<file path="src/rtl/img_sel_ctrl.sv">
// -----------------------------------------------------------------------------
// img_sel_ctrl
//
// Turns the debounced one-cycle button pulses into image-load commands for the
// frame loader. It tracks the current image index with wrap-around and runs a
// slideshow timer. A one-entry pending slot holds the most recent event that
// arrives while a load is in flight or before the power-up load has been issued.
//
// Ports:
//   clk        in   system clock, rising edge
//   clr        in   asynchronous active-low reset
//   next_flag  in   pulse: advance one image (highest priority)
//   prev_flag  in   pulse: go back one image
//   mode_flag  in   pulse: toggle slideshow mode (not a load event)
//   load_ack   in   frame loader finished loading img_idx
//   load_req   out  load request, level held until acked
//   img_idx    out  image to display/load
//   slideshow  out  1 = slideshow mode active
//   busy       out  1 = controller is not idle
//   dbg_state  out  current controller state (INIT=0, IDLE=1, REQ=2)
//
// Handshake: load_req is the valid, load_ack the ready. A transfer completes on
// the rising edge where both are high; load_req then drops for at least one
// cycle. img_idx is stable while load_req is high. load_ack is ignored while
// load_req is low.
// -----------------------------------------------------------------------------
module img_sel_ctrl #(
  parameter int NUM_IMG     = 4,
  parameter int IDX_W       = 2,
  parameter int SLIDE_TICKS = 50_000_000,
  parameter int CNT_W       = 26
) (
  input  logic             clk,
  input  logic             clr,
  input  logic             next_flag,
  input  logic             prev_flag,
  input  logic             mode_flag,
  input  logic             load_ack,
  output logic             load_req,
  output logic [IDX_W-1:0] img_idx,
  output logic             slideshow,
  output logic             busy,
  output logic [1:0]       dbg_state
);

  typedef enum logic [1:0] {
    S_INIT = 2'd0,
    S_IDLE = 2'd1,
    S_REQ  = 2'd2
  } state_t;

  localparam logic [IDX_W-1:0] LAST_IDX = IDX_W'(NUM_IMG - 1);
  localparam logic [CNT_W-1:0] CNT_MAX  = CNT_W'(SLIDE_TICKS - 1);

  state_t           r_state;
  logic             r_load_req;
  logic [IDX_W-1:0] r_idx;
  logic             r_slideshow;
  logic             r_busy;
  logic             r_pend_vld;
  logic             r_pend_prev;   // 1 = pending event is "prev", 0 = "next"
  logic [CNT_W-1:0] r_cnt;

  state_t           w_state_nxt;
  logic             w_req_nxt;
  logic [IDX_W-1:0] w_idx_nxt;
  logic             w_pend_vld_nxt;
  logic             w_pend_prev_nxt;
  logic [CNT_W-1:0] w_cnt_nxt;
  logic             w_tick;
  logic             w_ev_vld;
  logic             w_ev_prev;
  logic             w_go;
  logic             w_go_prev;

  // Event arbitration: next > prev > slide tick. A tick counts as "next".
  always_comb begin
    w_tick    = r_slideshow && (r_cnt == CNT_MAX);
    w_ev_vld  = next_flag | prev_flag | w_tick;
    w_ev_prev = ~next_flag & prev_flag;
  end

  // Slide counter: mode toggle, slideshow off, manual event or tick all
  // restart the period; otherwise count while slideshow is on.
  always_comb begin
    w_cnt_nxt = r_cnt + CNT_W'(1);
    if (mode_flag || !r_slideshow || next_flag || prev_flag || w_tick) begin
      w_cnt_nxt = '0;
    end
  end

  always_comb begin
    w_state_nxt     = r_state;
    w_req_nxt       = r_load_req;
    w_idx_nxt       = r_idx;
    w_pend_vld_nxt  = r_pend_vld;
    w_pend_prev_nxt = r_pend_prev;
    w_go            = 1'b0;
    w_go_prev       = 1'b0;

    unique case (r_state)
      S_INIT: begin
        // Power-up load of the current (reset) index, no index change.
        w_state_nxt = S_REQ;
        w_req_nxt   = 1'b1;
        if (w_ev_vld) begin
          w_pend_vld_nxt  = 1'b1;
          w_pend_prev_nxt = w_ev_prev;
        end
      end
      S_IDLE: begin
        if (r_pend_vld) begin
          // Pending event wins; a fresh event this cycle takes its place.
          w_go           = 1'b1;
          w_go_prev      = r_pend_prev;
          w_pend_vld_nxt = 1'b0;
          if (w_ev_vld) begin
            w_pend_vld_nxt  = 1'b1;
            w_pend_prev_nxt = w_ev_prev;
          end
        end else if (w_ev_vld) begin
          w_go      = 1'b1;
          w_go_prev = w_ev_prev;
        end
      end
      S_REQ: begin
        if (load_ack) begin
          w_state_nxt = S_IDLE;
          w_req_nxt   = 1'b0;
        end
        // Stored even on the ack edge so it is not lost.
        if (w_ev_vld) begin
          w_pend_vld_nxt  = 1'b1;
          w_pend_prev_nxt = w_ev_prev;
        end
      end
      default: begin
        w_state_nxt = S_INIT;
        w_req_nxt   = 1'b0;
      end
    endcase

    if (w_go) begin
      w_state_nxt = S_REQ;
      w_req_nxt   = 1'b1;
      if (w_go_prev) begin
        w_idx_nxt = (r_idx == '0) ? LAST_IDX : (r_idx - IDX_W'(1));
      end else begin
        w_idx_nxt = (r_idx == LAST_IDX) ? '0 : (r_idx + IDX_W'(1));
      end
    end
  end

  always_ff @(posedge clk or negedge clr) begin
    if (!clr) begin
      r_state     <= S_INIT;
      r_load_req  <= 1'b0;
      r_idx       <= '0;
      r_slideshow <= 1'b0;
      r_busy      <= 1'b1;
      r_pend_vld  <= 1'b0;
      r_pend_prev <= 1'b0;
      r_cnt       <= '0;
    end else begin
      r_state     <= w_state_nxt;
      r_load_req  <= w_req_nxt;
      r_idx       <= w_idx_nxt;
      r_slideshow <= r_slideshow ^ mode_flag;
      r_busy      <= (w_state_nxt != S_IDLE);
      r_pend_vld  <= w_pend_vld_nxt;
      r_pend_prev <= w_pend_prev_nxt;
      r_cnt       <= w_cnt_nxt;
    end
  end

  assign load_req  = r_load_req;
  assign img_idx   = r_idx;
  assign slideshow = r_slideshow;
  assign busy      = r_busy;
  assign dbg_state = r_state;

endmodule

</file>
<file path="config.mk">
export PLATFORM = sky130hd
export DESIGN_NAME = img_sel_ctrl
export DESIGN_NICKNAME = d
export VERILOG_FILES = /design/src/rtl/img_sel_ctrl.sv
export SDC_FILE = /design/constraint.sdc
export NUM_CORES = 1
export LEC_CHECK = 0
export BUFFER_PORTS_ARGS = -buffer_cell sky130_fd_sc_hd__buf_4
export CORE_MARGIN = 4
export CORE_UTILIZATION = 45
export DETAILED_ROUTE_END_ITERATION = 8
export GPL_TIMING_DRIVEN = 1
export SLEW_MARGIN = 20
export SYNTH_ARGS = -nofsm -noshare
export SYNTH_HDL_FRONTEND = slang
export SYNTH_SLANG_ARGS = --single-unit
</file>
<file path="constraint.sdc">
create_clock -name clk -period 4.1 [get_ports clk]
set_input_delay 0.205 -clock clk [delete_from_list [all_inputs] [get_ports clk]]
set_output_delay 0.205 -clock clk [all_outputs]
set_load 0.05 [all_outputs]
</file>
==> results of run 1 <==
## metal layers
layer,wire [µm],up-vias
li1,-,624
met1,1510,638
met2,1630,33
met3,177,10
met4,111,0
met5,0,-
## cells in the final DEF, fill, tap and decap left out, types with 2 or more instances in the layout
cell type / n
nor2b_1: 2
nand3_1: 11
xor2_1: 18
nor3_2: 2
nor3_1: 2
dfrtp_1: 34
nand3b_1: 2
ha_1: 4
nor2_1: 11
and3_1: 4
nor2_2: 20
inv_1: 10
mux2i_1: 2
o21ai_0: 3
clkbuf_8: 5
and4_1: 2
nand2_1: 8
o22ai_1: 2
buf_4: 12
xnor2_1: 7
nand4_1: 9
## worst reg2reg max path, cell delays in order, from the launching register on
cell and delay, ns:
dfrtp_1 0.45, nor4b_2 0.31, nand4_1 0.16, or3_4 0.45, nand3_4 0.36, nor2_1 0.12
## kinds of logic (layout without fill, tap and decap cells)
kind of cell / after synthesis / in the layout
AND/OR/NAND/NOR: 82 / 82
flip-flops: 35 / 35
XOR/XNOR: 25 / 25
buffers and inverters: 14 / 31
AO/OA/AOI/OAI: 12 / 12
adder cells (fa/ha/maj): 4 / 4
multiplexers: 2 / 2
## final cells by class
| class | count | share of cell area [%] |
|---|---|---|
| multi-input combinational | 125 | 42.8 |
| timing repair buffer | 13 | 4.81 |
| clock inverter | 3 | 2.11 |
| clock buffer | 5 | 3.31 |
| inverter | 10 | 1.81 |
| tap | 50 | 3.01 |
| sequential | 35 | 42.2 |
## stage by stage
stage	setup WS [ns]	hold WS, ns	total power [mW]
CTS	2.11	0.183	1.02
global route	1.94	0.202	1.05
finish	2.12	0.193	1.00
detailed placement	2.14	0.184	0.710
global placement	2.13	0.182	0.701
floorplan	2.24	-0.0906	0.631
## where the power goes
group	switching, mW	leakage, nW	total [mW]	internal (mW)
clock	0.122	0.0581	0.303	0.181
sequential	0.0363	0.466	0.420	0.384
combinational	0.189	0.337	0.279	0.0909
total	0.347	0.861	1.00	0.655
## registers in the layout, summed over array words and instances, names as in the netlist
name and count:
r_cnt 26, dbg_state 2, img_idx 2, busy 1, load_req 1, r_pend_prev 1
r_pend_vld 1, slideshow 1
## worst max-delay path by stage
stage,start,to,slack [ns],cells after the start
floorplan,slideshow,r_cnt[10],2.24,6
global placement,r_cnt[10],r_cnt[2],2.13,5
detailed placement,r_cnt[0],r_cnt[20],2.14,6
CTS,r_cnt[10],r_cnt[2],2.11,5
global route,r_cnt[0],r_cnt[22],1.94,6
finish,r_cnt[10],r_cnt[2],2.12,5
## what timing repair did
action,in CTS,in global routing
hold endpoints to repair,34,0
hold buffers,1,0
gates resized for setup,0,0
==> results.md, run 1 <==
- Status: completed
- Cell Rows: 23
- Simple-Gate Fraction of Synth Area: 27.8%
- Crit-path max FO: 26
- Clk slew on worst S/H paths: 0.07 ns
- Most frequent cell after synthesis: dfrtp_1
- Reg-to-reg slack, setup: 2.12 ns
- Met2 Resource Use GR: 23.5%
- Vias: 1305
- Synth Area in Compound Gates: 4.66%
- Top delay family on crit path: simple AND/OR/NAND/NOR gates
- DRT antenna net count: 0
- Hold path startpoint: load_ack
- Placed Area: 1960 µm²
- Reg2Reg Depth: 5
- Root Driver: clkbuf_8
- First-pass GRT wire length: 6180 µm
- DPL Wire Length: 2400 µm
- Hold depth: 3
- Synth cell count leaders: 34 x dfrtp_1, 20 x nor2_2, 18 x xor2_1
- Multi-input logic area: 890 µm²
- Post-synth EDFFs: 0
- Unique masters post-synth: 39
- Antenna cell count: 0
- Slowest cell on the critical path: dfrtp_1
- Yosys top cell by area: dfrtp_1
- Placed Cells: 232
- Crit share post-route: 48.3%
- RSZ-0062 raised after global routing: no
- Flops & latches, synth: 35
- Post-synthesis xor/xnor area fraction: 11.8%
- CTS Buf Count: 5
- Routability congestion estimate: 0.758
- Met1 usage: 19.4%
- Power per cell area: 482 nW/µm²
- Crit path kind: flip-flop to flip-flop
- Post-layout net count: 200
- Crit Reg-Reg Startpoint: r_cnt[10]
- Busiest grt layer: met2
- CP peak stage delay: 0.45 ns
- Max Clk Rate: 505 MHz
- Ports: 13
- Initial antenna violation count: 0
- Vias in the first global route: 1358
- Port bufs: 12
- Fin. max-slew vios: 0
- Worst skew pair latency: 0.28 ns
- Number of fill cells: 359
- Maximum root-to-sink buffer count: 2
- Post-DR wirelength/cell: 14.2 µm
- Top cells by area, synth: dfrtp_1 46%, xor2_1 8.5%, nor2_2 6.8%
- Startpoint Class: flip-flop
- Fin cells: 241
- Final setup fails: 0
- Initial DRC count: 47
- Main combinational cell family by area after synthesis: simple AND/OR/NAND/NOR gates
- Clk sinks: 35
- Die height: 72.2 µm
- Multiplexer share of the synthesized area: 1.08%
- Hold crit path type: input port to flip-flop
- CP Cell Sequence: nor4b_2 > nand4_1 > or3_4 > nand3_4 > nor2_1
- Setup crit end kind: flip-flop
- CTS tree: yes
- Ys Warns: 0
- Yosys top cell area share: 45.9%
- Clock skew: 0.00652 ns
- Buf/Inv on CP: 0
- Layout cell share with drive strength beyond 1: 26.7%
- Grt total ovfl: 0
- Mean Syn Cell Area: 10.6 µm²
- Horiz. Die Dim: 72.2 µm
- Post-synthesis adder-cell area fraction: 2.70%
- CP required: 4.25 ns
- Area of the core: 4000 µm²
- Seq/Total Area, Yosys: 47.3%
- H-tree Lvls: 2
- Vias per cell: 5.41
- Hold endpoint: load_req
- P_leak: 0.861 nW
- Arrival time worst endpoint: 2.13 ns
- Total wire length: 3420 µm
- Syn_nets: 184
- Post-route cell area: 2080 µm²
- FFs w/ async S/R, synth: 100%
- GRT Util Overall: 15.2%
- Pin count of the biggest net entering global routing: 36
- DIE AREA: 5210 µm²
- DRC: 0
- Rel. slew slack: 61.2%
- Initial Util: 46.3%
- Fin crit period: 1.98 ns
- Final-report hold violation count: 0
- Layout area overhead: 12.2%
- Grt met3 use: 4.57%
- Maximum vdd ir drop: 0.000215 V
- Worst Tran Pin Value: 0.579 ns
- FF+latch area: 877 µm²
- Maxcap violations: 0
- R2r endpoint: r_cnt[2]
- Synth Flop Type: dfrtp_1
- Synth Instances: 174
- DR pass1 iterations: 4
- Post-layout util: 52.0%
- Setup TNS: 0 ns
- Setup bufs post-CTS: 0
- Synthesized area: 1850 µm²
No activity file was read; power rests on OpenSTA's default activity.
==> inputs of run 2 (changes only) <==
ABC_AREA = 1   (was unset)
clock period = 1.85 ns   (was 4.1 ns; I/O delays follow)
==> run 2 against run 1 <==
Net effect: die area increased by 7.3%; flip-flop and latch count unchanged; worst setup slack got worse by 1.8 ns; final area increased by 8.7%; critical endpoint is now dbg_state[0]; largest cell class unchanged.
==> results.md, run 2 <==
- Routability congestion estimate: 0.933 (+23%)
- Vias: 1597 (+22%)
- Comb pwr share: 30.7% (+2.8 points)
- Flops & latches, synth: 35 (unchanged)
- Layout area overhead: 12.7%
- Layout cell share with drive strength beyond 1: 13.9% (-13 points)
- Switching fraction of total power: 36.7% (+2.1 points)
- DRC: 0 (unchanged)
- Resized cells post-CTS: 0 (unchanged)
- Ports: 13 (unchanged)
- Mean Syn Cell Area: 7.54 µm² (-29%)
- Maximum root-to-sink buffer count: 2 (unchanged)
- Post-DR wirelength/cell: 12.0 µm (-16%)
- Post-layout net count: 296 (+48%)
- Area of the core: 4320 µm² (+8.1%)
- Unique masters post-synth: 25 (-36%)
- Yosys top cell by area: dfrtp_1
- Flop pwr share: 44.3% (+2.4 points)
- Total Power: 2.07 mW (+110%)
- Maxcap violations: 0 (unchanged)
- Worst Tran Pin Value: 0.435 ns (-0.144 ns)
- Fin. max-slew vios: 0 (unchanged)
- Cell-internal power: 1.31 mW (+100%)
- Setup bufs post-CTS: 0 (unchanged)
- DIE AREA: 5590 µm² (+7.3%)
- Status: completed
- Number of flip-flops in the largest register: 26 (unchanged)
- Slowest cell on the critical path: dfrtp_1
- Cell Rows: 24 (+4.3%)
- Post-layout util: 52.3% (+0.30 points)
- Grt total ovfl: 0 (unchanged)
- Rel. slew slack: 71.0% (+9.8 points)
- Clk slew on worst S/H paths: 0.07 ns (about the same)
- Worst skew pair latency: 0.28 ns (about the same)
- FFs w/ async S/R, synth: 100% (unchanged)
- Placed Cells: 330 (+42%)
- Antenna cell count: 0 (unchanged)
- Fin crit period: 1.55 ns (-0.431 ns)
- Arrival time worst endpoint: 1.72 ns (-0.41 ns)
- Horiz. Die Dim: 74.8 µm (+3.6%)
- Synth Flop Type: dfrtp_1
- Total wire length: 4060 µm (+19%)
- Final worst-path setup slack: 0.300 ns (-1.82 ns)
- H-tree Lvls: 2 (unchanged)
- CTS tree: yes
- Port bufs: 12 (unchanged)
- Crit path kind: flip-flop to flip-flop
- Synthesized area: 2010 µm² (+8.2%)
- Maximum vdd ir drop: 0.000632 V (+190%)
- Setup TNS: 0 ns (unchanged)
- CP peak stage delay: 0.35 ns (-0.10 ns)
- Hold crit path type: input port to flip-flop
- Fin cells: 339 (+41%)
- Max Clk Rate: 645 MHz (+28%)
- Setup WS pre-CTS: 0.306 ns (-1.83 ns)
- Clk sinks: 35 (unchanged)
- Power per cell area: 916 nW/µm² (+90%)
- Most frequent cells in the layout: 57 x nor2_1, 53 x nand2_1, 41 x inv_1
- CP required: 2.02 ns (-2.23 ns)
- RSZ-0062 raised after global routing: no
- Vias in the first global route: 1526 (+12%)
- Most frequent cell after synthesis: nor2_1
- Pin count of the biggest net entering global routing: 36 (unchanged)
- GRT Util Overall: 16.8% (+1.5 points)
- Initial antenna violation count: 0 (unchanged)
- Initial DRC count: 140 (+200%)
- Final-report hold violation count: 0 (unchanged)
- Ys Warns: 0 (unchanged)
- Post-synth EDFFs: 0 (unchanged)
- Top reg by flops: r_cnt
- Top cells by area, synth: dfrtp_1 42%, nor2_1 11%, nand2_1 9.9%
- CTS Buf Count: 5 (unchanged)
- Net switching power: 761 µW (+120%)
- Initial Util: 46.4% (+0.058 points)
- Setup crit end kind: flip-flop
- CP Cell Sequence: ha_1 > nand2_2 > nor2_4 > nand2_1 > nor2_1 > nand2_2 > nand3_2 > inv_1 > a21oi_2 > inv_1
- Vias per cell: 4.71 (-13%)
- Clock skew: 0.00228 ns (-0.00425 ns)
- DR pass1 iterations: 4 (unchanged)
- Crit-path max FO: 5 (-81%)
- P_leak: 0.989 nW (+15%)
- Root Driver: clkbuf_8
- First-pass GRT wire length: 7010 µm (+14%)
- DRT antenna net count: 0 (unchanged)
- Seq/Total Area, Yosys: 43.7% (-3.6 points)
- Clock power frac: 25.0% (-5.2 points)
- # hold bufs at CTS: 1 (unchanged)
- Syn_nets: 276 (+50%)
- Crit share post-route: 83.8% (+35 points)
- Synth cell count leaders: 57 x nor2_1, 53 x nand2_1, 41 x inv_1
- Startpoint Class: flip-flop
- Synth Instances: 266 (+53%)
- Die height: 74.8 µm (+3.6%)
- Most common cell after layout, fill and taps aside: nor2_1
- Yosys top cell area share: 42.4% (-3.5 points)
- DPL Wire Length: 3110 µm (+30%)
- Final setup fails: 0 (unchanged)
[run 2: changes by cell type after synthesis, sizes merged, moves of 2 or more]
cell / change
or3: -2
inv: +33
nor2b: -2
and4: -3
nor2: +30
nand2: +49
nand3b: -2
a21oi: +7
nor3: +13
xor2: -11
mux2i: -2
and3: -4
nand4: -3
[run 2: power by group through the flow]
stage	logic [mW]	registers, mW	clock network [mW]
after CTS	0.644	0.919	0.548
after detailed placement	0.642	0.930	0
after global routing	0.695	0.928	0.589
after global placement	0.637	0.932	0
final	0.636	0.918	0.518
after floorplan	0.221	1.16	0
[run 2: cell families (layout without fill, tap and decap cells)]
logic type,Yosys count,count (layout),synth area share [%]
fa+ha+maj,4,4,2.50
buf+inv,45,66,8.98
xor+xnor,14,14,6.11
simple gates,155,155,35.1
compound gates,13,13,3.56
flops,35,35,43.7
[run 2: path summary, 6_finish.rpt]
| path | start | end | slack [ns] | cells after the start |
|---|---|---|---|---|
| min reg2reg | load_req | load_req | 0.48 | 2 |
| min in group asynchronous | clr | r_cnt[4] | 0.30 | 2 |
| min | next_flag | r_pend_prev | 0.08 | 4 |
| max in group asynchronous | clr | busy | 1.21 | 2 |
| max reg2reg | r_cnt[0] | dbg_state[0] | 0.30 | 10 |
| max | r_cnt[0] | dbg_state[0] | 0.30 | 10 |
[run 2: final cells by class]
class                   instances  area (µm²)
flip-flops and latches         35         877
multi-input cells             186         948
repair buffers                 15         128
fillers                       439        2060
well taps                      52        65.1
clock buffers                   7        76.3
clock inverters                 1        5.00
inverters                      43         161
[run 2: per-stage QoR]
stage / hold WS (ns) / cell area, µm²
6_report: 0.0777 / 2260
5_1_grt: 0.0690 / 2260
4_1_cts: 0.0614 / 2260
3_5_place_dp: 0.0752 / 2170
3_3_place_gp: 0.0713 / 2170
2_1_floorplan: -0.203 / 2010
[run 2: metal layers]
layer	wire, µm	track usage, %	share of wire [%]	up-vias
li1	-	-	-	861
met1	2210	25.0	54	700
met2	1630	23.0	40	32
met3	160	4.54	3.9	4
met4	59	6.52	1.5	0
met5	0	0	0	-
[run 2: worst max-delay path: cells and delay by family (launching register included)]
family	cells	cell delay, ns
and+or+nand+nor	6	0.63
AOI/OAI and AO/OA	1	0.14
DFF	1	0.35
adders and majority gates	1	0.19
buffers and inverters	2	0.13
==> inputs of run 3 (changes only) <==
clock period = 1.5 ns   (was 1.85 ns; I/O delays follow)
==> run 3 against run 2 <==
Net effect: combinational power grew 33%; the flow now finishes with violations (setup timing); register-to-register slack worse by 0.37 ns; routed wire length is 17% higher.
==> results.md, run 3 (synthesized netlist as in run 2, its figures left out) <==
- Status: finished with violations
- Failing checks: setup timing
- DPL Wire Length: 3460 µm (+11%)
- Vias per cell: 4.88 (+3.6%)
- Placed Area: 2290 µm² (+5.7%)
- H-tree Lvls: 2 (unchanged)
- Vias: 1787 (+12%)
- Top reg by flops: r_cnt
- Fin cells: 366 (+8.0%)
- Root Driver: clkbuf_8
- Final setup fails: 21 (+21)
- Arrival time worst endpoint: 1.76 ns (+0.04 ns)
- Crit Reg-Reg Startpoint: r_cnt[0]
- Clock skew: 0.00517 ns (+0.00289 ns)
- Area of the core: 4320 µm² (unchanged)
- Hold crit path type: input port to flip-flop
- Total wire length: 4760 µm (+17%)
- Number of flip-flops in the largest register: 26 (unchanged)
- Placed Cells: 348 (+5.5%)
- Crit share post-route: 105% (+21 points)
- Cell Rows: 24 (unchanged)
- Total Power: 2.64 mW (+28%)
- Min Hold Slack: 0.0533 ns (-0.0243 ns)
- Reg-to-reg slack, setup: -0.07 ns (-0.37 ns)
- Routability congestion estimate: 0.855 (-8.4%)
- Antenna cell count: 0 (unchanged)
- Die height: 74.8 µm (unchanged)
- Post-DR wirelength/cell: 13.0 µm (+8.6%)
- Ports: 13 (unchanged)
- R2r endpoint: r_cnt[8]
- Grt total ovfl: 0 (unchanged)
- Final-report hold violation count: 0 (unchanged)
- Reg2Reg Depth: 7 (-3)
- Hold depth: 4 (unchanged)
- Initial antenna violation count: 0 (unchanged)
- Post-layout net count: 323 (+9.1%)
- Worst skew pair latency: 0.29 ns (about the same)
- Vias in the first global route: 1744 (+14%)
- P_leak: 1.17 nW (+18%)
- Most frequent CP cell: nor3_1
- CP Cell Sequence: ha_2 > nand2_4 > nor3_1 > nand3_1 > inv_1 > nor2_1 > nor3_1
- Hold endpoint: r_pend_prev
- Slowest cell on the critical path: dfrtp_1
- CTS Buf Count: 5 (unchanged)
- Maximum vdd ir drop: 0.00111 V (+76%)
- Hold path startpoint: next_flag
- Number of fill cells: 407 (-7.3%)
- Most frequent cells in the layout: 50 x nand2_1, 45 x nor2_1, 38 x inv_1
- Crit path kind: flip-flop to flip-flop
- CP required: 1.69 ns (-0.33 ns)
- DRC: 0 (unchanged)
- Port bufs: 12 (unchanged)
- Layout area overhead: 30.3%
- CTS tree: yes
- Clk slew on worst S/H paths: 0.07 ns (about the same)
- Maximum root-to-sink buffer count: 2 (unchanged)
- Initial DRC count: 117 (-16%)
- Rel. slew slack: 62.1% (-8.9 points)
- Worst Tran Pin Value: 0.567 ns (+0.132 ns)
- Setup crit end kind: flip-flop
- DIE AREA: 5590 µm² (unchanged)
- DRT antenna net count: 0 (unchanged)
- Most common cell after layout, fill and taps aside: nand2_1
- Clk sinks: 35 (unchanged)
- Maxcap violations: 0 (unchanged)
- Final worst-path setup slack: -0.0685 ns (-0.369 ns)
- RSZ-0062 raised after global routing: yes
- Initial Util: 46.4% (unchanged)
- Post-route cell area: 2610 µm² (+16%)
- Top delay family on crit path: simple AND/OR/NAND/NOR gates
- GRT Util Overall: 19.0% (+2.2 points)
- Crit-path max FO: 3 (-2)
- Fin crit period: 1.57 ns (+0.0189 ns)
- Max Clk Rate: 638 MHz (-1.2%)
- Layout cell share with drive strength beyond 1: 31.2% (+17 points)
- CP peak stage delay: 0.36 ns (about the same)
- DR pass1 iterations: 4 (unchanged)
- Setup TNS: -0.408 ns (-0.408 ns)
- Power per cell area: 1010 nW/µm² (+10%)
- First-pass GRT wire length: 7970 µm (+14%)
- Fin. max-slew vios: 0 (unchanged)
- Horiz. Die Dim: 74.8 µm (unchanged)
- Pin count of the biggest net entering global routing: 36 (unchanged)
- Startpoint Class: flip-flop
- Buf/Inv on CP: 1 (-1)
run 3: cell count changes in the layout (fill, tap and decap cells not counted), sizes merged:
cell	delta
buf	+27
clkbuf	-1
clkinvlp	+1
run 3: worst max path at each step:
stage,start,to,slack (ns),cells after the start
4_1_cts,r_cnt[0],r_cnt[20],-0.02,9
3_3_place_gp,r_cnt[0],r_cnt[20],-0.04,8
5_1_grt,r_cnt[0],r_cnt[22],-0.17,11
2_1_floorplan,slideshow,r_cnt[15],0.01,8
6_report,r_cnt[0],r_cnt[8],-0.07,7
3_5_place_dp,r_cnt[0],r_cnt[20],-0.11,9
run 3: where the power goes:
part | switching [mW] | internal, mW
Clock | 0.343 | 0.324
Sequential | 0.0871 | 1.04
Combinational | 0.578 | 0.268
run 3: timing repair:
action	4_1_cts	5_1_grt
pin swaps	1	14
endpoints found under the hold margin	34	0
hold buffers	1	0
resized for setup	11	32
setup endpoints to repair	13	33
buffers inserted	2	7
run 3: tightest hold or removal path: stages:
cell	delay [ns]
buf_4	0.08
nor2_1	0.04
nand2_1	0.06
nand2_1	0.05
run 3: area by class of cell:
cell class | instances | area [µm²] | area share, %
Multi-Input combinational cell | 186 | 1080 | 41.5
Clock buffer | 6 | 72.6 | 2.78
Inverter | 43 | 164 | 6.27
Clock inverter | 2 | 12.5 | 0.479
Sequential cell | 35 | 878 | 33.6
Tap cell | 52 | 65.1 | 2.49
Timing Repair Buffer | 42 | 337 | 12.9
run 3: through the flow:
step | util, % | worst slack, ns
6_report | 60.4 | -0.0685
2_1_floorplan | - | 0.0149
3_3_place_gp | 53.0 | -0.0413
4_1_cts | 56.5 | -0.0154
5_1_grt | 60.4 | -0.174
3_5_place_dp | 53.0 | -0.111
run 3: per-layer routing:
metal  wire length [µm]  GRT usage [%]  vias up
met2               2310           29.1       27
met3                193           4.27        7
met5                  0              0        -
li1                   -              -      919
met1               2190           26.8      834
met4                 68           5.93        0
